$ cat src/rtl/mem_stage_unit.sv
// Memory-access pipeline stage: latches the EX_to_ME bus, extracts and extends
// load data from the synchronous data SRAM, and feeds WB plus ID forwarding.
module mem_stage_unit (
   input  logic        clk,
   input  logic        resetn,
   input  logic        EX_to_ME_Valid,
   input  logic [75:0] EX_to_ME_Bus,
   output logic        ME_Allow_in,
   input  logic [31:0] data_sram_rdata,
   output logic        ME_to_WB_Valid,
   input  logic        WB_Allow_in,
   output logic [69:0] ME_to_WB_Bus,
   output logic [4:0]  ME_dest,
   output logic [31:0] ME_Forward_Res
);

   logic        me_valid;
   logic        first_cycle;
   logic [75:0] me_bus;
   logic [31:0] rdata_hold;
   logic        accept;

   logic        src_is_signed;
   logic        mem_is_byte;
   logic        mem_is_half;
   logic [1:0]  mem_offset;
   logic [31:0] me_pc;
   logic [31:0] alu_result;
   logic        res_from_mem;
   logic        gr_we;
   logic [4:0]  dest;

   logic [31:0] eff_rdata;
   logic [7:0]  load_b;
   logic [15:0] load_h;
   logic [31:0] load_data;
   logic [31:0] final_result;

   assign ME_Allow_in    = !me_valid || WB_Allow_in;
   assign accept         = ME_Allow_in && EX_to_ME_Valid;
   assign ME_to_WB_Valid = me_valid;

   always_ff @(posedge clk or negedge resetn) begin
      if (!resetn) begin
         me_valid    <= 1'b0;
         first_cycle <= 1'b0;
         me_bus      <= '0;
         rdata_hold  <= '0;
      end else begin
         if (ME_Allow_in) begin
            me_valid <= EX_to_ME_Valid;
         end
         if (accept) begin
            me_bus <= EX_to_ME_Bus;
         end
         first_cycle <= accept;
         // SRAM output only reflects this load's address in the first cycle;
         // keep a copy so stalls of any length return the same data.
         if (me_valid && first_cycle) begin
            rdata_hold <= data_sram_rdata;
         end
      end
   end

   assign src_is_signed = me_bus[75];
   assign mem_is_byte   = me_bus[74];
   assign mem_is_half   = me_bus[73];
   assign mem_offset    = me_bus[72:71];
   assign me_pc         = me_bus[70:39];
   assign alu_result    = me_bus[38:7];
   assign res_from_mem  = me_bus[6];
   assign gr_we         = me_bus[5];
   assign dest          = me_bus[4:0];

   assign eff_rdata = first_cycle ? data_sram_rdata : rdata_hold;

   always_comb begin
      load_b = eff_rdata[7:0];
      case (mem_offset)
         2'd0:    load_b = eff_rdata[7:0];
         2'd1:    load_b = eff_rdata[15:8];
         2'd2:    load_b = eff_rdata[23:16];
         default: load_b = eff_rdata[31:24];
      endcase
   end

   assign load_h = mem_offset[1] ? eff_rdata[31:16] : eff_rdata[15:0];

   // Encoding 11 is never issued by EX and falls through to the word path.
   always_comb begin
      load_data = eff_rdata;
      case ({mem_is_byte, mem_is_half})
         2'b10:   load_data = src_is_signed ? {{24{load_b[7]}}, load_b}
                                            : {24'b0, load_b};
         2'b01:   load_data = src_is_signed ? {{16{load_h[15]}}, load_h}
                                            : {16'b0, load_h};
         default: load_data = eff_rdata;
      endcase
   end

   assign final_result   = res_from_mem ? load_data : alu_result;
   assign ME_Forward_Res = final_result;
   assign ME_to_WB_Bus   = {me_pc, final_result, gr_we, dest};
   assign ME_dest        = dest & {5{me_valid}} & {5{gr_we}};

endmodule

$ cat config.mk
export PLATFORM = sky130hd
export DESIGN_NAME = mem_stage_unit
export DESIGN_NICKNAME = d
export VERILOG_FILES = /design/src/rtl/mem_stage_unit.sv
export SDC_FILE = /design/constraint.sdc
export NUM_CORES = 1
export LEC_CHECK = 0
export CORE_AREA = 5 5 117 119
export CTS_CLUSTER_DIAMETER = 50
export DETAILED_ROUTE_END_ITERATION = 7
export DIE_AREA = 0 0 122 124
export GPL_TIMING_DRIVEN = 0
export PLACE_DENSITY_LB_ADDON = 0.3
export SLEW_MARGIN = 40
export SYNTH_ARGS = -nofsm -noshare
export SYNTH_HDL_FRONTEND = slang
export SYNTH_SLANG_ARGS = --single-unit
$ cat constraint.sdc
create_clock -name clk -period 6.9 [get_ports clk]
set_clock_uncertainty 0.1 [all_clocks]
set_input_delay 1.38 -clock clk [delete_from_list [all_inputs] [get_ports clk]]
set_output_delay 1.38 -clock clk [all_outputs]
set_load 0.01 [all_outputs]
==> summary.txt <==
DIE
------------------------------------------------------------------------------------
Top-level port count                                                             221
Height of the die                                                             124 um
Core area                                                                12470 sq um
Placement row count                                                               41
Die width                                                                     122 um
Die area                                                                 15130 sq um
Initial core utilization                                                      0.4817

DRT
------------------------------------------------------------------------------------
Number of routed nets with antenna violations                                      0
Routed wire per std cell                                                    17.78 um
Detailed Route WL                                                           16870 um
DRC viols                                                                          0
First-pass iteration count of the detailed router                                  5
Via total after detailed routing                                                4862
Number of vias per cell                                                        5.123
1st-iter DRT viols                                                               352

YOSYS
------------------------------------------------------------------------------------
Main area contributors after synthesis                                  sky130_fd_sc_hd__dfrtp_1 (46%), sky130_fd_sc_hd__mux2_2 (20%), sky130_fd_sc_hd__buf_4 (8.8%)
Net count after synthesis                                                        655
Area share of the largest cell type after synthesis                           0.4584
XOR/XNOR share of the synthesized area                                             0
Post-synth top flop                                                     sky130_fd_sc_hd__dfrtp_1
Top cell type by total area after synthesis                             sky130_fd_sc_hd__dfrtp_1
Post-Synthesis Cell Area                                                  6005 sq um
EDFF count, synth                                                                  0
Adder-cell area share of the yosys netlist                                  0.004168
Share of flip-flops with an asynchronous set or reset after synthesis          1.000
Most common cell in the synthesized netlist                             sky130_fd_sc_hd__dfrtp_1
Post-synthesis cell count                                                        541
Post-synth cell types                                                             39
Synthesized-area fraction occupied by ao, oa, aoi and oai cells               0.1025
Main combinational cell family by area after synthesis                  multiplexers
Share of cell area taken by muxes after synthesis                             0.2463
Area share of and/or/nand/nor cells after synthesis                          0.06543
Syn_area_per_cell                                                        11.10 sq um
Number of warnings printed during yosys synthesis                                  0
Most instantiated cells after synthesis                                 sky130_fd_sc_hd__dfrtp_1 (110), sky130_fd_sc_hd__mux2_2 (106), sky130_fd_sc_hd__buf_4 (70), sky130_fd_sc_hd__nand2_1 (59), sky130_fd_sc_hd__o21ai_0 (34)
#FFs+latches synth                                                               110
Sequential area share after synthesis                                         0.4584

PLACED DESIGN
------------------------------------------------------------------------------------
Routability Congestion                                                        0.9535
Detailed Place HPWL                                                         13290 um
Dpl cell area                                                             8454 sq um
IO buf count                                                                     220
Place WS                                                                    1.545 ns

CLOCKING
------------------------------------------------------------------------------------
Depth of the CTS H-tree                                                            3
Number of buffers created by CTS                                                   9
Number of buffers added for setup after CTS                                        0
Quantity of gates resized following cts                                            0
Hold buffer count at CTS                                                           0
TritonCTS clock tree                                                             yes
Clock root buffer                                                       sky130_fd_sc_hd__clkbuf_16
Clock latency reported for the late side of the worst-skew pair              0.35 ns
Clock slew at reported path FFs                                              0.07 ns
Sinks on the clock net                                                           110
Number of buffers on the longest clock path                                        2

SETUP PATH
------------------------------------------------------------------------------------
CP Class                                                                primary input to output port
Data required, critical path                                                 5.42 ns
Largest fanout of any net on the critical path                                    10
Worst reg-to-reg setup slack                                                 4.68 ns
Largest incremental delay on the critical path                               0.50 ns
Signal arrival time at the worst endpoint                                    3.88 ns
Crit path max-delay cell type                                           sky130_fd_sc_hd__a311oi_4
Library cell appearing most often on the critical path                  sky130_fd_sc_hd__clkdlybuf4s50_1
Startpoint type of the worst setup path                                 primary input
Category of the worst setup path capture point                           output port
Critical path, cell by cell                                             clkdlybuf4s50_1 -> mux2_4 -> o211ai_2 -> a21oi_2 -> a311oi_4 -> buf_8 -> o22ai_2 -> buf_4 -> clkdlybuf4s50_1

STA
------------------------------------------------------------------------------------
RSZ-0062 raised after global routing                                           false
Transition time of the tightest slew-check pin                             0.7046 ns
Endpoints failing hold                                                             0
Headroom to the max-slew limit                                                0.5303
Number of setup violations in the final report                                     0
Final number of max-transition violations                                          0
Period utilization                                                            0.7762
Highest clock frequency the design can meet                                186.7 MHz
Accumulated negative setup slack                                                0 ns
Fin crit period                                                             5.356 ns
Smallest setup slack after layout                                           1.544 ns

GLOBAL ROUTE
------------------------------------------------------------------------------------
Wire length of the first global-routing pass                                26230 um
Total gr overflow                                                                  0
GRT Total Usage                                                               0.2223
Via count of the first global-routing pass                                      5144
Number of antenna violations at the first check in global routing                  0
Maximum number of pins on one net before global-route repair                      73

FINAL LAYOUT
------------------------------------------------------------------------------------
Post-synthesis to final-layout area growth                                    45.09%
Share of layout cells above drive strength 1                                  0.2780
Diodes inserted                                                                    0
Post-route cell area                                                      8712 sq um
Number of inserted filler cells in the final layout                              956
Fin nets                                                                         887

PWR
------------------------------------------------------------------------------------
IR drop worst, VDD                                                       0.0001242 V
Leakage Power                                                               3.700 nW
Pwr Density                                                             263.0 nW/um^2

MIN PATH
------------------------------------------------------------------------------------
Tightest Hold Check Type                                                flip-flop to flip-flop

RUN
------------------------------------------------------------------------------------
Max capacitance violation total                                                    0

STATUS
------------------------------------------------------------------------------------
Outcome                                                                    completed

-- critical path, delay by kind of cell --
kind | cells | cell delay, ns
buffers and inverters | 4 | 1.29
multiplexers | 1 | 0.31
AO/OA/AOI/OAI | 4 | 0.90
-- worst paths after layout --
path,from,endpoint,depth (start not counted)
worst min-delay path,rdata_hold[16],rdata_hold[16],1
worst max register to register,first_cycle,rdata_hold[12],5
max in group asynchronous,resetn,me_bus[21],2
worst max-delay path,data_sram_rdata[31],ME_to_WB_Bus[29],9
min in group asynchronous,resetn,me_bus[26],1
worst min register to register,rdata_hold[16],rdata_hold[16],1
-- state kept, by name, summed over array words and instances (netlist names) --
register,flops
me_bus,76
rdata_hold,32
ME_to_WB_Valid,1
first_cycle,1
-- layout by cell type, fill, tap and decap left out, types with 2 or more instances in the layout --
cell	n
sky130_fd_sc_hd__nand2_1	59
sky130_fd_sc_hd__mux4_1	2
sky130_fd_sc_hd__nand2b_1	3
sky130_fd_sc_hd__dfrtp_1	110
sky130_fd_sc_hd__and3_1	5
sky130_fd_sc_hd__clkdlybuf4s50_1	219
sky130_fd_sc_hd__o211ai_1	5
sky130_fd_sc_hd__o21ai_0	34
sky130_fd_sc_hd__a31oi_1	3
sky130_fd_sc_hd__mux2_2	106
sky130_fd_sc_hd__a21oi_1	11
sky130_fd_sc_hd__mux4_2	3
sky130_fd_sc_hd__a221oi_1	6
sky130_fd_sc_hd__inv_1	19
sky130_fd_sc_hd__buf_1	7
sky130_fd_sc_hd__nor2b_1	4
sky130_fd_sc_hd__nor2_1	19
sky130_fd_sc_hd__buf_8	2
sky130_fd_sc_hd__buf_4	70
sky130_fd_sc_hd__mux2i_1	15
sky130_fd_sc_hd__a22oi_1	2
sky130_fd_sc_hd__clkbuf_16	9
sky130_fd_sc_hd__o22ai_2	10
sky130_fd_sc_hd__ha_1	2
sky130_fd_sc_hd__o311ai_0	2
sky130_fd_sc_hd__buf_2	6
sky130_fd_sc_hd__o22ai_1	9
sky130_fd_sc_hd__clkbuf_1	18
-- layer usage --
layer	vias to the layer above	share of wire	wire (um)	track usage
li1	2273	-	-	-
met1	2333	0.39	6611	0.2637
met2	238	0.49	8196	0.3753
met3	18	0.11	1785	0.07539
met5	-	0	0	0
met4	0	0.016	278	0.08403
-- logic make-up after synthesis --
family,after synthesis
buf+inv,120
mux,127
flops,110
fa+ha+maj,2
compound gates,88
simple gates,94
-- cell type report --
type / count / area (sq um) / share of cell area
sequential: 110 / 2753 / 0.3160
multi-input combinational: 311 / 2512 / 0.2884
timing repair buffer: 221 / 2235 / 0.2565
buffer: 100 / 664.4 / 0.07626
clock buffer: 12 / 236.5 / 0.02714
tap: 172 / 215.2 / 0.02470
inverter: 20 / 75.07 / 0.008617
clock inverter: 3 / 21.27 / 0.002441
-- per-stage QoR --
step	instances	total power, mW	hold slack (ns)	util
floorplan	541	1.341	0.3712	-
global placement	933	1.799	0.3824	0.6756
detailed placement	934	1.829	0.3917	0.6782
finish	949	2.291	0.4058	0.6989
CTS	949	2.304	0.4071	0.6989
global route	949	2.408	0.4208	0.6989
-- where the power goes --
group / internal (mW) / leakage, nW / switching [mW]
Combinational: 0.592 / 2.28 / 0.420
Clock: 0.245 / 0.123 / 0.233
Sequential: 0.746 / 1.29 / 0.0560
(Power assumes the default switching activity.)
